<file path="config.mk">
export PLATFORM = sky130hd
export DESIGN_NAME = display_scan
export DESIGN_NICKNAME = d
export VERILOG_FILES = /design/src/rtl/display_pkg.sv /design/src/rtl/tick_gen.sv /design/src/rtl/display_scan.sv
export SDC_FILE = /design/constraint.sdc
export NUM_CORES = 1
export LEC_CHECK = 0
export CAP_MARGIN = 20
export CORE_ASPECT_RATIO = 0.9
export CORE_MARGIN = 10
export CORE_UTILIZATION = 35
export CTS_CLUSTER_SIZE = 12
export DETAILED_ROUTE_END_ITERATION = 10
export DONT_BUFFER_PORTS = 1
export PLACE_DENSITY_LB_ADDON = 0.08
export SKIP_CTS_REPAIR_TIMING = 1
export SYNTH_ARGS = -nofsm -noshare
export SYNTH_HDL_FRONTEND = slang
export SYNTH_SLANG_ARGS = --single-unit
export TNS_END_PERCENT = 50
</file>
<file path="constraint.sdc">
create_clock -name clk -period 2.75 [get_ports clk]
set_input_delay 0.275 -clock clk [delete_from_list [all_inputs] [get_ports clk]]
set_output_delay 0.275 -clock clk [all_outputs]
set_load 0.005 [all_outputs]
</file>
<file path="src/rtl/display_pkg.sv">
// Shared definitions for the 7-segment display scanners: anode idle pattern
// and an index-width helper usable in parameter expressions.
package display_pkg;

  localparam int MAX_DIG = 8;
  localparam logic [MAX_DIG-1:0] AN_OFF = 8'hFF;

  // Ceiling log2 with a floor of 1 so single-bit indices stay legal.
  function automatic int clog2(input int value);
    int r;
    r = 1;
    for (int i = 0; i < 31; i++) begin
      if ((32'd1 << i) < 32'(value)) begin
        r = i + 1;
      end else begin
        r = r;
      end
    end
    return r;
  endfunction

endpackage

</file>
<file path="src/rtl/tick_gen.sv">
// Free-running prescaler: step is high in the last cycle of each PRESCALE
// window, so the edge that ends it is the edge on which the counter wraps.
module tick_gen
  import display_pkg::*;
#(
  parameter int PRESCALE = 50000
) (
  input  logic clk,
  input  logic rst,
  output logic step
);

  localparam int CW = clog2(PRESCALE);

  logic [CW-1:0] r_cnt;
  logic          w_wrap;

  assign w_wrap = (r_cnt == CW'(PRESCALE - 1));
  assign step   = w_wrap;

  always_ff @(posedge clk or posedge rst) begin
    if (rst) begin
      r_cnt <= '0;
    end else if (w_wrap) begin
      r_cnt <= '0;
    end else begin
      r_cnt <= r_cnt + CW'(1);
    end
  end

endmodule

</file>
<file path="src/rtl/display_scan.sv">
// Time-multiplexed scanner for a common-anode 7-segment display with
// leading-zero blanking and frame-aligned (tear-free) word updates.
module display_scan
  import display_pkg::*;
#(
  parameter int PRESCALE = 50000,
  parameter int NDIG     = 4
) (
  input  logic              clk,
  input  logic              rst,
  input  logic [4*NDIG-1:0] num,
  input  logic              load,
  input  logic              blank_lz,
  output logic [3:0]        bcd_out,
  output logic [NDIG-1:0]   an_n,
  output logic [2:0]        digit_idx,
  output logic              tick
);

  localparam int IW = clog2(NDIG);
  localparam int DW = 4 * NDIG;

  logic            w_step;
  logic            w_last;
  logic            w_boundary;
  logic [IW-1:0]   w_idx_nxt;
  logic [DW-1:0]   w_disp_nxt;
  logic [3:0]      w_nib;
  logic            w_upper_zero;
  logic            w_blank;
  logic [NDIG-1:0] w_an;

  logic [IW-1:0]   r_idx;
  logic [DW-1:0]   r_shadow;
  logic [DW-1:0]   r_disp;
  logic            r_pending;
  logic [3:0]      r_bcd;
  logic [NDIG-1:0] r_an;
  logic            r_tick;

  tick_gen #(.PRESCALE(PRESCALE)) u_tick_gen (
    .clk  (clk),
    .rst  (rst),
    .step (w_step)
  );

  assign w_last     = (r_idx == IW'(NDIG - 1));
  assign w_boundary = w_step && w_last;
  assign w_idx_nxt  = w_last ? '0 : r_idx + IW'(1);

  // A load landing on the boundary edge bypasses the shadow and is shown at once.
  always_comb begin
    w_disp_nxt = r_disp;
    if (w_boundary && load) begin
      w_disp_nxt = num;
    end else if (w_boundary && r_pending) begin
      w_disp_nxt = r_shadow;
    end else begin
      w_disp_nxt = r_disp;
    end
  end

  // Nibble and blanking for the digit about to become active.
  always_comb begin
    w_nib        = 4'd0;
    w_upper_zero = 1'b1;
    for (int j = 0; j < NDIG; j++) begin
      if (IW'(j) == w_idx_nxt) begin
        w_nib = w_disp_nxt[4*j +: 4];
      end else begin
        w_nib = w_nib;
      end
      if ((j >= int'(w_idx_nxt)) && (w_disp_nxt[4*j +: 4] != 4'd0)) begin
        w_upper_zero = 1'b0;
      end else begin
        w_upper_zero = w_upper_zero;
      end
    end
    w_blank = blank_lz && (w_idx_nxt != '0) && w_upper_zero;
    w_an    = AN_OFF[NDIG-1:0];
    if (!w_blank) begin
      w_an[w_idx_nxt] = 1'b0;
    end else begin
      w_an = AN_OFF[NDIG-1:0];
    end
  end

  always_ff @(posedge clk or posedge rst) begin
    if (rst) begin
      r_idx     <= IW'(NDIG - 1);
      r_shadow  <= '0;
      r_disp    <= '0;
      r_pending <= 1'b0;
      r_bcd     <= 4'd0;
      r_an      <= AN_OFF[NDIG-1:0];
      r_tick    <= 1'b0;
    end else begin
      r_tick <= w_step;
      r_disp <= w_disp_nxt;
      if (w_step) begin
        r_idx <= w_idx_nxt;
        r_bcd <= w_nib;
        r_an  <= w_an;
      end else begin
        r_idx <= r_idx;
        r_bcd <= r_bcd;
        r_an  <= r_an;
      end
      if (load) begin
        r_shadow  <= num;
        r_pending <= !w_boundary;
      end else if (w_boundary) begin
        r_shadow  <= r_shadow;
        r_pending <= 1'b0;
      end else begin
        r_shadow  <= r_shadow;
        r_pending <= r_pending;
      end
    end
  end

  assign bcd_out   = r_bcd;
  assign an_n      = r_an;
  assign digit_idx = 3'(r_idx);
  assign tick      = r_tick;

endmodule

</file>
=== Word level (Yosys, flattened, before mapping) ===
Index checks and enable logic that the tools add are counted.

* Add/sub/neg operators: 2
* Magnitude comparators: 5
* Equality and inequality tests: 5
* Mux-type cells: 17
* Bitwise logic cells: 1
* Reductions and logical operators: 17

{| class="wikitable"
|+ Operators with widths
! kind !! number
|-
| $mux 16 || 3
|-
| $mux 4 || 5
|-
| $add 16x1->16 const B || 1
|-
| $eq 16x16->1 const B || 1
|-
| $reduce_bool 4->1 || 4
|-
| $logic_and 1x1->1 || 9
|-
| $mux 1 || 7
|-
| $eq 2x2->1 const A || 2
|-
| $ge 1x2->1 const A || 2
|-
| $not 4->4 || 1
|-
| $reduce_bool 2->1 || 2
|-
| $lt 2x3->1 const B || 1
|-
| $add 2x1->2 const B || 1
|-
| $demux 1 s2 || 1
|-
| $eq 1x2->1 const A || 1
|-
| $eq 2x2->1 const B || 1
|-
| $ge 2x1->1 const B || 1
|-
| $ge 2x2->1 const A || 1
|-
| $logic_not 2->1 || 1
|-
| $mux 2 || 1
|-
| $logic_not 1->1 || 1
|}

* Register bits after elaboration: 60
* Bits of input ports: 20
* Output and inout bits: 12

=== Longest topological paths before layout ===
* Depth after elaboration: 13
* Mapped depth: 10
* Gate-level depth less buffers: 7

=== Hierarchy ===
From an unflattened synthesis, not the netlist that was laid out.

* Cells, all modules: 303
* Area total of the unflattened synthesis: 3128.0 µm²

{| class="wikitable"
|+ By module, submodules not included
! module !! instances !! cells an instance !! area an instance (µm²) !! sequential area each (µm²)
|-
| display_scan || 1 || 235 || 2371.0 || 1108.6
|-
| tick_gen || 1 || 68 || 757.0 || 400.4
|}

=== Worst setup path before layout ===
OpenSTA, ideal clock, no wires.

* Path type: reg2reg
* Start: register u_tick_gen.r_cnt[4]
* End: register r_an[1] (netlist: an_n[1])
* Setup time: 0.091 ns
* Arrival: 2.801 ns
* Data required time: 2.659 ns
* Slack: -0.141 ns
* Stages on the path, launching flop included: 9
* Buffers on the path: 2
* Clock period less this slack: 2.891 ns
* Path through: dfrtp_1 -> buf_6 -> or4b_4 -> nor4_4 -> clkbuf_1 -> mux2i_1 -> nand2_1 -> or4_1 -> o31ai_1

* Elaborated cells between the ends (all ways): 19
* Those cells by class: eq/ne: 1; mux: 7; reduce/logical: 11

{| class="wikitable"
|+ RTL lines
! element !! RTL line !! RTL
|-
| start: declaration || tick_gen.sv:15 || <nowiki>logic [CW-1:0] r_cnt;</nowiki>
|-
| start signal: assignment || tick_gen.sv:27 || <nowiki>r_cnt <= r_cnt + CW'(1);</nowiki>
|-
| $eq 16x16->1 * || tick_gen.sv:18 || <nowiki>assign w_wrap = (r_cnt == CW'(PRESCALE - 1));</nowiki>
|-
| $logic_and 1x1->1 * || display_scan.sv:48 || <nowiki>assign w_boundary = w_step && w_last;</nowiki>
|-
| $logic_and 1x1->1 || display_scan.sv:56 || <nowiki>end else if (w_boundary && r_pending) begin</nowiki>
|-
| $mux 16 || display_scan.sv:56 ||
|-
| $mux 16 * || display_scan.sv:54 || <nowiki>if (w_boundary && load) begin</nowiki>
|-
| via w_disp_nxt[12] || display_scan.sv:27 || <nowiki>logic [DW-1:0] w_disp_nxt;</nowiki>
|-
| $reduce_bool 4->1 * || display_scan.sv:73 || <nowiki>if ((j >= int'(w_idx_nxt)) && (w_disp_nxt[4*j +: 4] != 4'd0)) begin</nowiki>
|-
| $mux 1 * || display_scan.sv:73 ||
|-
| $logic_and 1x1->1 * || display_scan.sv:79 || <nowiki>w_blank = blank_lz && (w_idx_nxt != '0) && w_upper_zero;</nowiki>
|-
| $mux 4 * || display_scan.sv:81 || <nowiki>if (!w_blank) begin</nowiki>
|-
| end signal: assignment || display_scan.sv:95 || <nowiki>r_an <= AN_OFF[NDIG-1:0];</nowiki>
|-
| end signal: assignment || display_scan.sv:103 || <nowiki>r_an <= w_an;</nowiki>
|-
| end signal: assignment || display_scan.sv:107 || <nowiki>r_an <= r_an;</nowiki>
|-
| end: declaration || display_scan.sv:38 || <nowiki>logic [NDIG-1:0] r_an;</nowiki>
|}

The timed path passes the listed nets; every way through them passes the cells marked *.
A chain may end at the register's enable or synchronous reset.

=== Worst setup path after layout ===
* Start: register u_tick_gen.r_cnt[13]
* End: register r_an[3] (netlist: an_n[3])

* Elaborated cells between the ends (all ways): 19
* Those cells by class: eq/ne: 1; mux: 7; reduce/logical: 11

{| class="wikitable"
|+ RTL lines
! element !! RTL line
|-
| $eq 16x16->1 * || tick_gen.sv:18
|-
| $logic_and 1x1->1 * || display_scan.sv:48
|-
| $logic_and 1x1->1 || display_scan.sv:56
|-
| $mux 16 || display_scan.sv:56
|-
| $mux 16 * || display_scan.sv:54
|-
| via w_disp_nxt[5] || display_scan.sv:27
|-
| $reduce_bool 4->1 * || display_scan.sv:73
|-
| $logic_and 1x1->1 * || display_scan.sv:73
|-
| $mux 1 * (3 in series) || display_scan.sv:73
|-
| $logic_and 1x1->1 * || display_scan.sv:79
|-
| $mux 4 * || display_scan.sv:81
|}

Marks and branches as above.

==> results_tabular.tex <==
\begin{tabular}{lr}
\hline
Metric & Value \\
\hline
\multicolumn{2}{l}{\textbf{Run status}} \\
\quad Result of the run & finished with violations \\
\quad Violations in the final reports & setup timing \\
\multicolumn{2}{l}{\textbf{Setup path}} \\
\quad Category of the critical setup timing path & register to register \\
\quad Maximum single-stage delay on the critical path & 580 ps \\
\quad Cell breakdown of the critical path & or4b\_4 > or4\_4 > buf\_12 > nand2\_1 > o211ai\_1 > o41a\_1 > o31ai\_2 \\
\quad Worst endpoint required time & 2990 ps \\
\quad Highest net fanout along the worst path & 9 \\
\quad Crit end category & register \\
\quad Data arrival time at the worst-slack endpoint & 3010 ps \\
\quad Count of buffer and inverter cells on the critical path & 1 \\
\quad Startpoint type of the worst setup path & register \\
\quad CP max stage cell & or4\_4 \\
\quad Family of cells with the greatest summed delay on the critical path & simple AND/OR/NAND/NOR gates \\
\multicolumn{2}{l}{\textbf{Placement}} \\
\quad DP Wirelength & 5.26 mm \\
\quad Port Buffer Count & 0 \\
\quad Global placer's final weighted congestion & 0.810 \\
\multicolumn{2}{l}{\textbf{Logic synthesis}} \\
\quad Number of synthesized flops with an enable pin & 0 \\
\quad Primary flip-flop cell chosen by synthesis mapping & dfrtp\_1 \\
\quad Post-synthesis net count & 315 \\
\quad Post-Synthesis Mean Instance Area & 10.2 um2 \\
\quad Top cells by count, synth & 54 x dfrtp\_1, 35 x nand2\_1, 21 x o21ai\_0 \\
\quad Share of the synthesized area in the top cell type & 46.2\% \\
\quad Sequential share of the synthesized area & 51.6\% \\
\quad Share of flip-flops with an asynchronous set or reset & 100\% \\
\quad Register bit count reported by yosys & 60 \\
\quad Cell with the most instances after synthesis & dfrtp\_1 \\
\quad Area of the mapped netlist & 2930 um2 \\
\quad Largest cells by area after synthesis & dfrtp\_1 46\%, dfstp\_2 5.4\%, nand2\_1 4.5\%, a32oi\_1 3.9\%, o21ai\_0 3.6\% \\
\quad Count of yosys warnings during synthesis & 0 \\
\quad Distinct cell type count after synthesis & 44 \\
\quad Gate count after technology mapping & 288 \\
\quad Cell type with the highest aggregate area in the netlist & dfrtp\_1 \\
\multicolumn{2}{l}{\textbf{Detailed routing}} \\
\quad Average wire per cell in the routed design & 17.6 um \\
\quad Vias & 2187 \\
\quad Post-route DRC violation count & 0 \\
\quad Per-cell via count in the routed design & 5.22 \\
\quad DRT Pass-1 Iters & 4 \\
\quad Antenna Violating Nets Remaining & 0 \\
\quad Post-Route WL & 7.38 mm \\
\quad Violation count after the first detailed-routing iteration & 89 \\
\multicolumn{2}{l}{\textbf{Layout}} \\
\quad Share of post-route cells with drive strength above 1 & 21.0\% \\
\quad Layout net count & 341 \\
\quad Layout Utilization & 42.5\% \\
\quad Filler cells & 786 \\
\quad Area growth from synthesis to layout & 17.6\% \\
\multicolumn{2}{l}{\textbf{Clocking}} \\
\quad CTS tree & done \\
\quad Number of buffers on the longest clock path & 2 \\
\quad Clock tree root driver cell & clkbuf\_8 \\
\quad Total clock buffers created by CTS & 9 \\
\quad CTS H-tree depth & 3 \\
\quad Clock-pin transition on the worst setup and hold timing paths & 70 ps \\
\quad Number of clock sinks & 60 \\
\quad Insertion delay of the later-clocked pin in the worst-skew pair & 340 ps \\
\multicolumn{2}{l}{\textbf{Floorplanning}} \\
\quad Standard-cell rows & 31 \\
\quad Die Outline Area & 12400 um2 \\
\quad Starting utilization of the core area & 36.1\% \\
\quad Chip height & 107 um \\
\quad Chip width & 116 um \\
\quad Ports placed on the boundary & 32 \\
\quad Core Region & 8110 um2 \\
\multicolumn{2}{l}{\textbf{STA}} \\
\quad Max Clk Rate & 361 MHz \\
\quad Slew Viols, Final & 0 \\
\quad Final TNS setup & -32.7 ps \\
\quad Unrepaired setup endpoints after global routing & yes \\
\quad Clk\_skew & 13.3 ps \\
\quad Slew at the pin closest to its max-slew limit & 778 ps \\
\quad Slew Limit Headroom & 48.1\% \\
\quad \# setup viols final & 2 \\
\quad Final period util & 101\% \\
\quad Hold Vio Cnt, Final & 0 \\
\quad Final worst setup slack & -20.2 ps \\
\quad Period minus WS final & 2770 ps \\
\multicolumn{2}{l}{\textbf{Global route}} \\
\quad Largest net degree at the start of global routing & 61 \\
\quad All-Layer GR Usage & 12.4\% \\
\quad Global route total overflow & 0 \\
\quad Antenna violations before repair & 1 \\
\quad Vias in the first global route & 2148 \\
\quad First-pass GRT wire length & 11.9 mm \\
\multicolumn{2}{l}{\textbf{Pwr}} \\
\quad Leakage power total & 1.48 nW \\
\quad Max IR drop VDD & 0.258 mV \\
\quad Total power per unit cell area & 505 nW/um2 \\
\multicolumn{2}{l}{\textbf{Run}} \\
\quad Number of max-cap violations & 0 \\
\multicolumn{2}{l}{\textbf{Min path}} \\
\quad Path class of the lowest-slack min-delay path & primary input to register \\
\hline
\end{tabular}
## worst paths after layout
path	start	end	slack (ps)	cells past startpoint
hold reg to reg	u_tick_gen.r_cnt[0]	u_tick_gen.r_cnt[0]	490	1
setup reg to reg	u_tick_gen.r_cnt[13]	an_n[3]	-20	7
max in group asynchronous	rst	u_tick_gen.r_cnt[13]	2190	2
setup / recovery	u_tick_gen.r_cnt[13]	an_n[3]	-20	7
min in group asynchronous	rst	r_shadow[14]	50	2
hold / removal	load	r_shadow[9]	40	1
## registers in the layout, summed over array words and instances (netlist names)
name	cells
bcd_out	4
r_pending	1
r_shadow	16
r_idx	2
u_tick_gen.r_cnt	16
an_n	4
tick	1
r_disp	16
## layout by cell type, fill, tap and decap left out, types with 7 or more instances in the layout
cell type and instances:
dfrtp_1 54, nand2_1 35, buf_4 27, o21ai_0 20
inv_1 18, nand3_1 14, a32oi_1 13, clkbuf_8 13
nor2_1 12, a21oi_1 9, mux2_2 7, xnor2_1 7
and2_1 7, ha_1 7
## power breakdown
group | internal, mW | switching [mW]
clock | 0.426 | 0.337
sequential | 0.905 | 0.0137
combinational | 0.0213 | 0.0345
## through the flow
stage / setup slack [ps] / power, mW / std cells / instance area (um2) / hold slack [ps]
2_1_floorplan: 15.0 / 0.978 / 288 / 2940 / 409
3_3_place_gp: 3.52 / 0.991 / 397 / 3170 / 387
3_5_place_dp: -47.0 / 0.992 / 398 / 3180 / 392
4_1_cts: -110 / 1.77 / 414 / 3370 / 18.4
5_1_grt: -106 / 1.81 / 419 / 3440 / 10.9
6_report: -20.2 / 1.74 / 419 / 3440 / 37.9
## layer usage
layer / track usage [%] / wire length [um] / up-vias
met5: 0 / 0 / -
met4: 3.48 / 58 / 0
met3: 5.57 / 554 / 7
met2: 16.5 / 3020 / 48
met1: 17.6 / 3740 / 1059
li1: - / - / 1073
## kinds of logic after synthesis
group | share of synthesized area [%]
AO/OA/AOI/OAI | 15.8
adder cells (fa/ha/maj) | 2.99
XOR/XNOR | 3.29
flip-flops | 51.6
buffers and inverters | 5.17
AND/OR/NAND/NOR | 16.0
other | 0.128
multiplexers | 5.09
## layout make-up
type	count	area, um2	share of cell area [%]
Clock inverter	1	5.00	0.145
Antenna cell	1	2.50	0.0727
Timing Repair Buffer	31	253	7.34
Sequential cell	60	1510	43.8
Inverter	19	71.3	2.07
Clock buffer	15	186	5.42
Tap cell	99	124	3.60
Multi-Input combinational cell	193	1290	37.5
Note: power is estimated with default switching activity, not from simulation.
